File: src/rtl/sram_rd_streamer.sv
// sram_rd_streamer: streams len SRAM rows from base_addr onto an AXI-style output through a 2-entry skid FIFO.
// Define SRAM_RD_STREAMER_DBG_EN to enable simulation warnings for X read data and ignored starts.
module sram_rd_streamer #(
    parameter int WIDTH           = 512,
    parameter int DEPTH           = 64,
    parameter int AW              = 6,
    parameter int WSB_ACTIVE_HIGH = 0
) (
    input  logic             clk,
    input  logic             rst,
    input  logic             start,
    input  logic [AW-1:0]    base_addr,
    input  logic [AW:0]      len,
    output logic             busy,
    output logic             done,
    output logic             sram_csb,
    output logic             sram_wsb,
    output logic [AW-1:0]    sram_raddr,
    input  logic [WIDTH-1:0] sram_rdata,
    output logic             m_valid,
    input  logic             m_ready,
    output logic [WIDTH-1:0] m_data,
    output logic             m_last
);
    typedef enum logic [1:0] {IDLE, RUN, DRAIN} state_t;

    if (DEPTH > (1 << AW)) begin : g_depth_chk
        $error("DEPTH exceeds the address space of AW");
    end

    state_t           state_q, state_d;
    logic [AW:0]      rem_q, rem_d;
    logic [AW-1:0]    addr_q, addr_d, rd_addr;
    logic             pend_q, pend_last_q, done_q, done_d;
    logic [WIDTH-1:0] mem_q [2];
    logic [1:0]       last_q, cnt_q;
    logic             wp_q, rp_q;
    logic             rd_en, rd_last, pop, room;
    logic [2:0]       occ;

    assign m_valid    = (cnt_q != 2'd0) && !rst;
    assign m_data     = m_valid ? mem_q[rp_q] : '0;
    assign m_last     = m_valid && last_q[rp_q];
    assign pop        = m_valid && m_ready;
    assign busy       = (state_q != IDLE) && !rst;
    assign done       = done_q && !rst;
    assign sram_csb   = rst || !rd_en;
    assign sram_raddr = (rd_en && !rst) ? rd_addr : '0;
    assign sram_wsb   = (WSB_ACTIVE_HIGH == 0) ? 1'b1 : 1'b0;
    // A read in flight still needs a slot, so count it alongside held rows.
    assign occ        = {1'b0, cnt_q} + {2'b0, pend_q};
    assign room       = occ < (3'd2 + {2'b0, pop});

    always_comb begin
        state_d = state_q;
        rem_d   = rem_q;
        addr_d  = addr_q;
        rd_en   = 1'b0;
        rd_addr = addr_q;
        rd_last = 1'b0;
        done_d  = pop && m_last;
        case (state_q)
            IDLE: if (start) begin
                if (len == '0) begin
                    done_d = 1'b1;
                end else begin
                    rd_en   = 1'b1;
                    rd_addr = base_addr;
                    rd_last = (len == (AW+1)'(1));
                    rem_d   = len - (AW+1)'(1);
                    addr_d  = base_addr + AW'(1);
                    state_d = RUN;
                end
            end
            RUN: begin
                rd_en   = (rem_q != '0) && room;
                rd_last = (rem_q == (AW+1)'(1));
                if (rd_en) begin
                    rem_d  = rem_q - (AW+1)'(1);
                    addr_d = addr_q + AW'(1);
                end
                state_d = (rem_d == '0) ? DRAIN : RUN;
            end
            DRAIN: state_d = (pop && m_last) ? IDLE : DRAIN;
            default: state_d = IDLE;
        endcase
    end

    always_ff @(posedge clk) begin
        if (rst) begin
            state_q     <= IDLE;
            rem_q       <= '0;
            addr_q      <= '0;
            pend_q      <= 1'b0;
            pend_last_q <= 1'b0;
            done_q      <= 1'b0;
            mem_q[0]    <= '0;
            mem_q[1]    <= '0;
            last_q      <= '0;
            cnt_q       <= '0;
            wp_q        <= 1'b0;
            rp_q        <= 1'b0;
        end else begin
            state_q     <= state_d;
            rem_q       <= rem_d;
            addr_q      <= addr_d;
            pend_q      <= rd_en;
            pend_last_q <= rd_last;
            done_q      <= done_d;
            if (pend_q) begin
                mem_q[wp_q]  <= sram_rdata;
                last_q[wp_q] <= pend_last_q;
                wp_q         <= !wp_q;
            end
            if (pop) rp_q <= !rp_q;
            cnt_q <= cnt_q + {1'b0, pend_q} - {1'b0, pop};
        end
    end

`ifdef SRAM_RD_STREAMER_DBG_EN
    always @(posedge clk) begin
        if (!rst && pend_q && $isunknown(sram_rdata))
            $display("sram_rd_streamer warning: captured sram_rdata contains X at %0t", $time);
        if (!rst && start && state_q != IDLE)
            $display("sram_rd_streamer warning: start ignored while busy at %0t", $time);
    end
`endif
endmodule
File: config.mk
export PLATFORM = sky130hd
export DESIGN_NAME = sram_rd_streamer
export DESIGN_NICKNAME = d
export VERILOG_FILES = /design/src/rtl/sram_rd_streamer.sv
export SDC_FILE = /design/constraint.sdc
export NUM_CORES = 2
export LEC_CHECK = 0
export ABC_AREA = 1
export ABC_CLOCK_PERIOD_IN_PS = 35500
export CORE_AREA = 2 2 412 414
export DETAILED_ROUTE_END_ITERATION = 7
export DIE_AREA = 0 0 414 416
export GPL_ROUTABILITY_DRIVEN = 1
export PLACE_DENSITY_LB_ADDON = 0.2
export SYNTH_ARGS = -nofsm -noshare
export SYNTH_HDL_FRONTEND = slang
export SYNTH_SLANG_ARGS = --single-unit
File: constraint.sdc
create_clock -name clk -period 35.5 [get_ports clk]
set_input_delay 7.1 -clock clk [delete_from_list [all_inputs] [get_ports clk]]
set_output_delay 7.1 -clock clk [all_outputs]
set_load 0.05 [all_outputs]
Word-level counts from Yosys, hierarchy flattened
Memories as Yosys holds them, arrays and structs flattened. A register that Yosys moved wholly into a read port is not among the register bits.
Cells that the tools add are included.
{ "word_totals": {"ramBits": 1024, "output_inout_bits": 524, "mem_count": 1, "reg_bits": 24} }
{ "op_classes": {"n_mux": 43, "reduce_logical": 25, "add_sub_neg": 8, "n_eq_ne": 7, "magnitude_cmp": 4} }
{ "memory_table": {"columns": ["name", "depth", "word_bits", "read_ports", "rd_clocked_by_memory_dff", "write_ports", "line", "source"], "rows": [
  ["mem_q", 2, 512, 1, 1, 2, "35", "logic [WIDTH-1:0] mem_q [2];"]
]} }
{ "ops": {"columns": ["operator", "n"], "rows": [
  ["512-bit 2-to-1 mux", 2],
  ["512-bit OR reduction", 1],
  ["6-bit 2-to-1 mux", 7],
  ["7-bit 2-to-1 mux", 4],
  ["1-bit 2-to-1 mux", 19],
  ["7-bit by 1-bit equality test with 1-bit output (second input constant)", 2],
  ["7-bit zero test", 2],
  ["7-bit one-hot mux with 2 select lines", 1],
  ["7-bit by 1-bit subtractor with 7-bit output (second input constant)", 2],
  ["6-bit by 1-bit adder with 6-bit output (second input constant)", 2],
  ["6-bit one-hot mux with 2 select lines", 1],
  ["1-bit logical AND", 9],
  ["2-bit 2-to-1 mux", 4],
  ["7-bit nonzero test", 1],
  ["2-bit inequality test (second input constant)", 3],
  ["2-bit one-hot mux with 3 select lines", 1],
  ["2-bit nonzero test", 3],
  ["1-bit zero test", 4],
  ["1-bit by 2-bit < comparator with 1-bit output (second input constant)", 2],
  ["1-bit one-hot mux with 2 select lines", 2],
  ["4-bit AND reduction", 1],
  ["2-bit by 1-bit adder with 3-bit output", 1],
  ["2-bit by 1-bit adder with 3-bit output (first input constant)", 1],
  ["3-bit < comparator", 1],
  ["11 further kinds", 11]
]} }

Depth between registers and ports, before layout
{ "logic_depth": {"word_depth": 11, "ltp_mapped": 14} }

Least setup slack after synthesis
Ideal clock, no wire load.
{ "synth_path": {"path_kind": "in2reg", "from": "input port rst", "to": "memory mem_q[0][0] (enable)", "slack_ns": 16.055, "setup_time_ns": 0.903, "arrival_time_ns": 18.542, "path_buffers": 2, "stages": 5, "required_ns": 34.597, "cell_sequence": "inv_4 -> nand3b_1 -> buf_2 -> buf_2 -> nand2_1"} }
{ "synth_lines": {"columns": ["item", "line", "source"], "rows": [
  ["from (decl)", "10", "input logic rst,"],
  ["to (decl)", "35", null]
]} }

Worst setup path after layout
{ "layout_path": {"from": "input port rst", "to": "output port m_data[212]"} }
{ "layout_via": {"elab_chain_cells": 3} }
{ "layout_rtl": {"columns": ["item", "line", "source"], "rows": [
  ["1-bit zero test", "41", "assign m_valid = (cnt_q != 2'd0) && !rst;"],
  ["1-bit logical AND", "41", null],
  ["512-bit 2-to-1 mux", "42", "assign m_data = m_valid ? mem_q[rp_q] : '0;"],
  ["to (decl)", "22", "output logic [WIDTH-1:0] m_data,"]
]} }
No other way between the ends.

==> impl_metrics.py <==
metrics = {
    "finish": {
        "fill_cells": 16879,
        "drive_gt1_share_pct": 13.18,
        "design_area_sq_um": 65420,
        "nets": 6108,
        "syn_to_final_growth_pct": 33.41,
    },
    "worst_setup_path": {
        "crit_chain": "clkdlybuf4s50_1 -> inv_4 -> nand2_1 -> inv_8 -> buf_4 -> buf_4 -> nand2_1 -> inv_1 -> clkdlybuf4s50_1",
        "critical_path.endpoint_type": "output pin",
        "crit_arrival_ns": 11.79,
        "path_class": "primary input to output pin",
        "required_ns": 28.40,
        "critPathMaxFanout": 106,
        "reg2reg_slack_ns": 30.39,
        "r2r_end": "mem_q[1][382]",
        "critical-path-max-stage-delay_ns": 0.90,
        "timing.rr.start": "pend_q",
        "worstSetupStartpointType": "primary input",
        "rr_worst_depth": 5,
        "cp_slowest_cell": "buf_4",
    },
    "floorplanning": {
        "boundaryPins": 1053,
        "initial_core_util_pct": 29.16,
        "die_area_sq_um": 172200,
        "chipWidth_um": 414,
        "die_h_um": 416,
        "rows": 151,
        "coreArea_sq_um": 168100,
    },
    "sta": {
        "rsz0062_at_grt": "no",
        "finClkSkew_ns": 0.03618,
        "hold_violations": 0,
        "tightest_slew_ns": 1.276,
        "slew_headroom_pct": 14.95,
        "fin_crit_sh_pct": 53.21,
        "setup_viol": 0,
        "finalMaxSlewViolations": 0,
        "fin_crit_ns": 18.89,
        "tns_ns": 0,
        "hold_slack_ns": 0.4718,
        "fmax_mhz": 52.94,
        "worst_slack_ns": 16.61,
    },
    "synthesis": {
        "synth_ff_type": "edfxtp_1",
        "syn-num-nets": 5134,
        "syn_inst": 4595,
        "synth_area_leader_cell": "edfxtp_1",
        "ys_async_sr_fraction_pct": 0,
        "synth-edff-count": 1024,
        "yosys_warnings": 0,
        "syn_area_sq_um": 49040,
        "synth_top_area_share_pct": 62.71,
        "synthTopCellsByArea": "edfxtp_1 63%, mux2_2 12%, inv_1 8.1%",
        "synth.avg_cell_area_sq_um": 10.67,
        "synth_cell_type_count": 37,
        "synth_common_cells": "1,053 x inv_1, 1,046 x nor2_1, 1,024 x edfxtp_1",
        "synth-seq-area-share_pct": 63.73,
        "synth.most_common_cell": "inv_1",
        "ys_seq_elements": 1049,
    },
    "routing": {
        "vias": 34124,
        "drtPass1Iterations": 5,
        "antenna_left": 0,
        "dr.first_iter.drc_count": 1903,
        "drt-wirelength-per-cell_um": 19.20,
        "wirelength_um": 151700,
        "route.detailed.drc": 0,
        "vias_per_cell": 4.317,
    },
    "clock_tree": {
        "clock-root-buffer": "clkbuf_16",
        "cts.path.max_buffers": 3,
        "insertion_delay_ns": 0.74,
        "htree_num_levels": 3,
        "ctsHoldBuffers": 0,
        "cts_buffers": 118,
        "clock-sinks": 1049,
        "cts_setup_buffers": 0,
        "cts_tree": "yes",
        "postCtsResizedCells": 0,
        "clkTransAtPathRegs_ns": 0.06,
    },
    "global_routing": {
        "grt_usage_pct": 17.03,
        "antenna_found_initial": 51,
        "grt_start_max_net_pins": 183,
        "first_global_vias": 33811,
        "overflow": 0,
        "grt_pass1_wl_um": 220600,
    },
    "hold_path": {
        "hold_class": "flip-flop to flip-flop",
        "min_to": "addr_q[5]",
        "holdCritStartpoint": "addr_q[5]",
        "hold_depth": 2,
    },
    "power": {
        "powerDensity_nw_per_um2": 53.76,
        "power_leakage_uw": 0.02995,
        "vdd_ir_drop_max_v": 0.00004062,
    },
    "place": {
        "place_congestion": 0.8277,
        "place_ws_ns": 16.52,
        "port_buffers": 1051,
        "place_area_sq_um": 61580,
        "hpwlAfterDp_um": 101600,
    },
    "status": {
        "outcome": "complete, no violations",
    },
    "flow_run": {
        "maxCapViolCount": 0,
    },
}
-- routing by layer --
metal	up-vias	share of wire [%]	global-route usage (%)	wire length, um
met4	40	2.8	5.761	4319
met5	-	0.17	0	264
met2	873	50	29.33	75570
met1	16708	40	20.40	61230
li1	16266	-	-	-
met3	237	6.8	4.774	10360
-- worst max-delay path, delay by kind of cell --
kind / cells / cell delay [ns]
buf+inv: 7 / 4.19
simple gates: 2 / 0.35
-- final cells by class --
type                       instances  area [sq um]  share of cell area [%]
clock inverter                    58         586.8                  0.8970
inverter                        1064          4004                   6.120
tap                             2218          2775                   4.242
clock buffer                     160          3203                   4.896
timing repair buffer            1087         10880                   16.63
sequential                      1049         31250                   47.77
antenna                           20         50.05                 0.07650
multi-input combinational       2249         12670                   19.37
-- kinds of logic after synthesis --
group                      share of synthesized area (%)
AOI/OAI and AO/OA                                 0.5052
xor gates and xnor gates                          0.1965
adders and majority gates                         0.2552
buffers and inverters                              10.49
DFF                                                63.73
muxes                                              11.76
other                                           0.007647
and+or+nand+nor                                    13.06
-- where the power goes --
| part | switching, uW | internal (uW) |
|---|---|---|
| sequential | 24.7 | 1460 |
| combinational | 541 | 290 |
| clock | 510 | 690 |
| total | 1080 | 2440 |
-- worst max path at each step --
| stage | startpoint | cells after the start | endpoint |
|---|---|---|---|
| after CTS | rst | 9 | m_data[212] |
| after detailed placement | rst | 9 | m_data[212] |
| after global placement | rst | 9 | m_data[318] |
| final | rst | 9 | m_data[212] |
| after floorplan | rst | 5 | mem_q[0][0] |
| after global routing | rst | 9 | m_data[345] |
-- registers in the layout, summed over array words and instances, names as in the netlist, named ones only --
name	count
wp_q	1
rp_q	1
done_q	1
last_q	2
cnt_q	2
state_q	2
pend_q	1
mem_q	1024
addr_q	6
rem_q	7
pend_last_q	1
-- placed cells by master (no fill, tap or decap), types with 24 or more instances in the layout --
cell             synthesis  layout
inv_1                 1053    1053
buf_4                    1      29
clkbuf_16                0     120
nor2_1                1046    1046
clkdlybuf4s50_1          0    1051
nand2_1                577     575
mux2_2                 512     512
edfxtp_1              1024    1024
clkbuf_1                22      35
dfxtp_1                 25      24
-- through the flow --
step	util (%)	std cells	total power [uW]
CTS	38.88	7885	3568
detailed placement	36.62	7667	2354
floorplan	-	4595	2088
global placement	36.62	7667	2352
global route	38.90	7899	3664
finish	38.91	7905	3517
(Power assumes the default switching activity.)
